==> config.mk <==
export PLATFORM = sky130hd
export DESIGN_NAME = multi_ch_clk_div
export DESIGN_NICKNAME = d
export VERILOG_FILES = /design/src/rtl/multi_ch_clk_div.sv
export SDC_FILE = /design/constraint.sdc
export NUM_CORES = 1
export LEC_CHECK = 0
export BUFFER_PORTS_ARGS = -buffer_cell sky130_fd_sc_hd__buf_2
export CELL_PAD_IN_SITES_DETAIL_PLACEMENT = 2
export CELL_PAD_IN_SITES_GLOBAL_PLACEMENT = 2
export CORE_MARGIN = 5
export CORE_UTILIZATION = 41
export DETAILED_ROUTE_END_ITERATION = 16
export PLACE_DENSITY = 0.86
export SYNTH_ARGS = -nofsm -noshare
export SYNTH_HDL_FRONTEND = slang
export SYNTH_SLANG_ARGS = --single-unit
==> constraint.sdc <==
create_clock -name clk -period 4.7 [get_ports clk]
set_input_delay 0.94 -clock clk [delete_from_list [all_inputs] [get_ports clk]]
set_output_delay 0.94 -clock clk [all_outputs]
set_load 0.05 [all_outputs]
==> src/rtl/multi_ch_clk_div.sv <==
// multi_ch_clk_div: N-channel programmable clock divider.
// Each channel divides clk by 2*H (H = half-period in clk cycles).
// The channel outputs a 50% square wave and a one-cycle tick on each
// rising edge of that wave. New half-periods are staged in a shadow
// register and applied at the next terminal count, so no runt pulses
// occur. A global sync pulse restarts every channel in phase.
module multi_ch_clk_div #(
    parameter int N_CH       = 4,
    parameter int CNT_W      = 26,
    parameter int CH_W       = 2,
    parameter int RESET_HALF = 25000000
) (
    input  logic              clk,
    input  logic              rst_n,
    input  logic              wr_en,
    input  logic [CH_W-1:0]   wr_ch,
    input  logic [CNT_W-1:0]  wr_half,
    input  logic [N_CH-1:0]   ch_en,
    input  logic              sync,
    output logic [N_CH-1:0]   sq_out,
    output logic [N_CH-1:0]   tick,
    output logic [N_CH-1:0]   pending
);

    localparam logic [CNT_W-1:0] RESET_HALF_C = CNT_W'(RESET_HALF);
    localparam logic [CNT_W-1:0] ZERO_C       = {CNT_W{1'b0}};
    localparam logic [CNT_W-1:0] ONE_C        = {{(CNT_W-1){1'b0}}, 1'b1};

    // Per-channel state
    logic [CNT_W-1:0] cnt_r    [N_CH];
    logic [CNT_W-1:0] active_r [N_CH];
    logic [CNT_W-1:0] shadow_r [N_CH];
    logic [N_CH-1:0]  pend_r;
    logic [N_CH-1:0]  sq_r;
    logic [N_CH-1:0]  tick_r;

    // Next-state values
    logic [CNT_W-1:0] cnt_s    [N_CH];
    logic [CNT_W-1:0] active_s [N_CH];
    logic [CNT_W-1:0] shadow_s [N_CH];
    logic [N_CH-1:0]  pend_s;
    logic [N_CH-1:0]  sq_s;
    logic [N_CH-1:0]  tick_s;

    // Per-channel decode
    logic [N_CH-1:0]  wr_hit_s;
    logic [N_CH-1:0]  run_s;
    logic [N_CH-1:0]  tc_s;
    logic [CNT_W-1:0] reload_s [N_CH];

    // Decode write address, run condition, terminal count and reload source.
    // A channel index beyond N_CH-1 never matches, so such writes are dropped.
    always_comb begin
        for (int i = 0; i < N_CH; i++) begin
            wr_hit_s[i] = wr_en && (wr_ch == CH_W'(i));
            run_s[i]    = ch_en[i] && (active_r[i] != ZERO_C);
            tc_s[i]     = run_s[i] && (cnt_r[i] == (active_r[i] - ONE_C));
            // A same-cycle write beats an older shadow value.
            if (wr_hit_s[i]) begin
                reload_s[i] = wr_half;
            end else if (pend_r[i]) begin
                reload_s[i] = shadow_r[i];
            end else begin
                reload_s[i] = active_r[i];
            end
        end
    end

    // Next-state logic: sync > stopped > terminal count > normal count.
    always_comb begin
        for (int i = 0; i < N_CH; i++) begin
            cnt_s[i]    = cnt_r[i];
            active_s[i] = active_r[i];
            shadow_s[i] = shadow_r[i];
            pend_s[i]   = pend_r[i];
            sq_s[i]     = sq_r[i];
            tick_s[i]   = 1'b0;
            if (sync) begin
                cnt_s[i]    = ZERO_C;
                sq_s[i]     = 1'b0;
                active_s[i] = reload_s[i];
                pend_s[i]   = 1'b0;
            end else if (!run_s[i]) begin
                // Stopped: hold the counter at zero, output low.
                cnt_s[i] = ZERO_C;
                sq_s[i]  = 1'b0;
                if (wr_hit_s[i]) begin
                    active_s[i] = wr_half;
                    pend_s[i]   = 1'b0;
                end else begin
                    active_s[i] = active_r[i];
                end
            end else if (tc_s[i]) begin
                cnt_s[i]    = ZERO_C;
                active_s[i] = reload_s[i];
                pend_s[i]   = 1'b0;
                // Reloading zero stops the channel with the output low.
                if (reload_s[i] == ZERO_C) begin
                    sq_s[i]   = 1'b0;
                    tick_s[i] = 1'b0;
                end else begin
                    sq_s[i]   = ~sq_r[i];
                    tick_s[i] = ~sq_r[i];
                end
            end else begin
                cnt_s[i] = cnt_r[i] + ONE_C;
                // Mid-period write is staged until the period ends.
                if (wr_hit_s[i]) begin
                    shadow_s[i] = wr_half;
                    pend_s[i]   = 1'b1;
                end else begin
                    shadow_s[i] = shadow_r[i];
                end
            end
        end
    end

    // State and output registers with asynchronous reset.
    always_ff @(posedge clk or negedge rst_n) begin
        if (!rst_n) begin
            for (int i = 0; i < N_CH; i++) begin
                cnt_r[i]    <= ZERO_C;
                active_r[i] <= RESET_HALF_C;
                shadow_r[i] <= RESET_HALF_C;
            end
            pend_r <= {N_CH{1'b0}};
            sq_r   <= {N_CH{1'b0}};
            tick_r <= {N_CH{1'b0}};
        end else begin
            for (int i = 0; i < N_CH; i++) begin
                cnt_r[i]    <= cnt_s[i];
                active_r[i] <= active_s[i];
                shadow_r[i] <= shadow_s[i];
            end
            pend_r <= pend_s;
            sq_r   <= sq_s;
            tick_r <= tick_s;
        end
    end

    assign sq_out  = sq_r;
    assign tick    = tick_r;
    assign pending = pend_r;

endmodule

---- Word level (Yosys, flattened, before mapping) ----
Cells that the tools add are included.
storage, ports and cells
  register bits after elaboration ......... 324
  input port bits ......................... 36
  word-level logic and storage cells ...... 174
cells by class
  $add $sub $neg .......................... 8
  eq/ne operators ......................... 11
  mux-type cells .......................... 84
  bitwise logic cells ..................... 9
  reductions and logical operators ........ 41
operator list
  kind                                                                      count
  26-bit two-way mux                                                        36
  26-bit by 1-bit adder with 26-bit output (second input constant)          4
  26-bit equality test                                                      4
  26-bit zero test                                                          4
  26-bit nonzero test                                                       4
  26-bit by 1-bit subtractor with 26-bit output (second input constant)     4
  1-bit two-way mux                                                         48
  3-bit nonzero test                                                        8
  2-bit AND reduction                                                       8
  4-bit AND reduction                                                       4
  1-bit logical AND                                                         12
  3-bit by 2-bit inequality test with 1-bit output (second input constant)  4
  1-bit NOT                                                                 9
  2-bit equality test (second input constant)                               2
  2-bit by 1-bit equality test with 1-bit output (second input constant)    1
  2-bit zero test                                                           1

---- Longest topological paths before layout ----
  depth in word-level cells ............... 8
  gate-level depth with buffers ........... 14

---- Worst setup path after synthesis ----
OpenSTA, ideal clock, no wires.
  path type ............................... register to register
  from .................................... register active_r[52] (netlist name)
  to ...................................... register shadow_r[69] (netlist name)
  library setup time ...................... 128 ps
  data arrival time ....................... 3,554 ps
  required time ........................... 4,572 ps
  setup slack ............................. 1,018 ps
  cell stages (with the launch flop) ...... 15
  path buffers ............................ 3
  clock period less this slack ............ 3,682 ps
  path through ............................ dfrtp_1 clkbuf_1 inv_1 ha_1 nor3b_1 a21oi_1 a2111o_1 or4_1 a2111oi_1 and4_1 or3_1 buf_2 nor2_2 buf_4 mux2_1
between the ends
  cells in the longest elaborated chain, start to end .. 5
  elaborated cells between the ends (all ways) .. 7
ends and longest elaborated chain
  item                                                                                  RTL line  RTL
  from (decl)                                                                           31        logic [CNT_W-1:0] active_r [N_CH];
  from (signal, indexed assignment)                                                     132       active_r[i] <= active_s[i];
  26-bit by 1-bit subtractor with 26-bit output or 26-bit nonzero test (tied branches)  57, 56
  26-bit equality test or 1-bit logical AND (tied branches)                             57, 56
  1-bit logical AND                                                                     57        tc_s[i] = run_s[i] && (cnt_r[i] == (active_r[i] - ONE_C));
  1-bit NOT (no source line)                                                            -
  4-bit AND reduction (no source line) *                                                -
  to (signal, indexed assignment)                                                       133       shadow_r[i] <= shadow_s[i];
  to (decl)                                                                             32        logic [CNT_W-1:0] shadow_r [N_CH];
Every way passes the cells marked *; elsewhere a longest branch is shown, timed or not.
A chain may end at the register's enable or synchronous reset.

---- Final worst setup path ----
  from .................................... register active_r[26] (netlist name)
  to ...................................... register shadow_r[35] (netlist name)
The elaborated chain is that of the path after synthesis.

==> flow_summary.yaml <==
run_status:
  status: "complete, no violations"
critical_path:
  arrival_ps: 4880
  crit_required_ps: 5140
  critPathBufInv: 2
  crit_family: "simple AND/OR/NAND/NOR gates"
  cpMaxStageDelayCell: "nor3b_1"
  worstPathMaxFanout: 25
  max_stage_delay_ps: 640
  crit_path_start_kind: "flop"
  path_cells: "inv_1, ha_1, nor3b_1, nand2_1, or3_1, a211oi_1, o21a_1, nand4b_1, nand2_1, nor2_2, buf_4, mux2_1"
  crit_top_cell: "nand2_1"
  worstSetupPathType: "flop to flop"
  cp-end-kind: "flop"
clocking:
  holdBufCountCts: 0
  clockBufferDepth: 3
  htree_levels: 2
  post-cts-setup-buffers: 0
  cts.clk_slew.worst_paths_ps: 70
  clock_sinks: 324
  ctsResizeCount: 0
  cts_buffers: 40
  cts_tree: "yes"
  clock-root-buffer: "clkbuf_16"
  insertion_delay_ps: 590
detailed_routing:
  drt_iter0_drc: 1479
  drc: 0
  first_pass_iters: 5
  drt_wl_total_mm: 78.9
  vias_per_cell: 6.46
  wire_per_inst_um: 27.7
  vias: 18400
  drt.antenna.violating_nets: 0
timing:
  relSlewSlack: 0.0904
  tightest_slew_ps: 1360
  rsz0062_at_grt: "false"
  skew_ps: 25.1
  finalSetupViolCount: 0
  hold_viol: 0
  finalCritPeriodShare: 0.946
  slew_viol_final: 0
  tns_ps: 0
  fmax_ghz: 0.225
  period_needed_ps: 4450
global_routing:
  grt_overflow: 0
  antenna_found_initial: 1
  grt.met3_usage: 0.0451
  grt_max_degree: 103
  track_usage: 0.285
  grt_pass1_vias: 20500
  grtUsageMet2: 0.485
  grt_pass1_wl_mm: 124
  busiest_layer: "met2"
  use_met1: 0.361
pwr:
  p_leak_nw: 8.65
  comb_power_share: 0.224
  p_per_area_mw_per_mm2: 415
  power_mw: 9.35
  p_int_mw: 6.06
  switching_share: 0.352
  p_clk_frac: 0.338
  p_switching_mw: 3.29
  p_seq_frac: 0.438
  ir_worst_vdd_v: 0.000307
yosys:
  synth_top_area_frac: 0.278
  synth-edff-count: 0
  ys.flop_type: "dfrtp_1"
  yosys.area.top_type: "dfrtp_1"
  ys_seq_area_frac: 0.402
  syn_area_per_cell_um2: 9.35
  synth.distinct_cells: 85
  syn_nets: 2239
  netlist_top_cells_area: "dfrtp_1 (28%), dfstp_2 (12%), mux2_1 (6.0%)"
  syn_area_mm2: 0.0205
  postSynth.asyncResetShare: 1.00
  synth_seq_cells: 324
  synth_cells: 2191
  synth_warnings: 0
final_layout:
  area_growth_pct: 9.87
  layout_commonest_cell: "dfrtp_1"
  layout_common_cells: "dfrtp_1 (228), nor2_1 (209), nand2_1 (135), xnor2_1 (115), mux2_1 (109)"
  finalNetCount: 2194
  n_fill_cell: 5233
  drive_gt1_frac: 0.143
hold_path:
  min_path_type: "primary input to asynchronous set/reset pin"
placement:
  routabilityCongestion: 0.874
  hpwl_mm: 50.5
  io_buffers: 47
floorplanning:
  design.core.area_mm2: 0.0498
  die_y_um: 234
  start_util: 0.412
  ios: 48
  dieArea_mm2: 0.0545
  dieWidth_um: 234
  num_rows: 82
run:
  maxCapViolCount: 0
-- cell type report --
cell class                      count  area, um2  area share
Timing Repair Buffer               94        623      0.0277
Tap cell                          672        841      0.0373
Clock inverter                     20        163     0.00723
Sequential cell                   324       8230       0.365
Inverter                           25       93.8     0.00417
Clock buffer                       54       1140      0.0509
Antenna cell                        1       2.50    0.000111
Multi-Input combinational cell   1661      11400       0.507
-- registers in the layout, indices dropped and copies added (netlist names) --
name / count
cnt_r: 104
active_r: 104
pending: 4
shadow_r: 104
sq_out: 4
tick: 4
-- cell usage after synthesis, drive strengths merged (9+ instances only) --
master     n
nor4      76
or3       20
xor2     105
mux2i     85
a311oi    27
o22ai     40
a2bb2oi   32
nand4     45
and2      10
o21ai    107
nand3     74
a22o      26
inv       25
nor3      45
nand2b    15
nand3b    10
ha        12
nor2     211
mux2     130
nor2b     14
o211ai     9
buf       47
clkbuf   134
nand2    135
a21oi    102
o21a       9
or4       30
dfstp     96
xnor2    115
and3      44
dfrtp    228
o2bb2ai   12
-- power by group through the flow --
stage                     Combinational, mW  Clock (mW)  Sequential [mW]
final                                  2.10        3.16             4.09
after CTS                              2.07        3.21             4.06
after global placement                 1.80           0             4.01
after detailed placement               1.97           0             4.08
after global routing                   2.26        3.33             4.13
after floorplan                        1.59           0             3.65
-- final timing paths --
check	start	depth (start not counted)	slack (ps)	endpoint
worst max-delay path	active_r[26]$_DFFE_PN0P_	12	250	shadow_r[35]$_DFFE_PN0P_
worst min-delay path	rst_n	1	430	cnt_r[37]$_DFF_PN0_
worst min register to register	shadow_r[31]$_DFFE_PN0P_	1	490	shadow_r[31]$_DFFE_PN0P_
max in group asynchronous	rst_n	2	3090	cnt_r[15]$_DFF_PN0_
worst max register to register	active_r[26]$_DFFE_PN0P_	12	250	shadow_r[35]$_DFFE_PN0P_
min in group clk	shadow_r[31]$_DFFE_PN0P_	1	490	shadow_r[31]$_DFFE_PN0P_
-- metal layers --
layer,part of all wire,vias up,wire length (um)
li1,-,7888,-
met1,0.41,9659,32400
met2,0.49,641,38900
met3,0.055,235,4340
met4,0.041,2,3270
met5,0.00018,-,14
-- cell families after synthesis --
logic type                 count (synthesis)  synth area share
AOI/OAI and AO/OA                        429             0.139
buffers and inverters                    206            0.0424
adders and majority gates                 12           0.00733
muxes                                    215             0.113
xor gates and xnor gates                 222            0.0963
DFF                                      324             0.402
and+or+nand+nor                          783             0.201
-- through the flow --
step | util | area (um2) | worst slack, ps | hold slack (ps) | cells
finish | 0.452 | 22500 | 254 | 430 | 2851
global route | 0.452 | 22500 | 66.0 | 502 | 2850
CTS | 0.452 | 22500 | 283 | 472 | 2850
detailed placement | 0.426 | 21200 | 315 | 481 | 2776
global placement | 0.426 | 21200 | 457 | 468 | 2776
floorplan | - | 20500 | 1020 | 458 | 2191
Note: power is estimated with default switching activity, not from simulation.
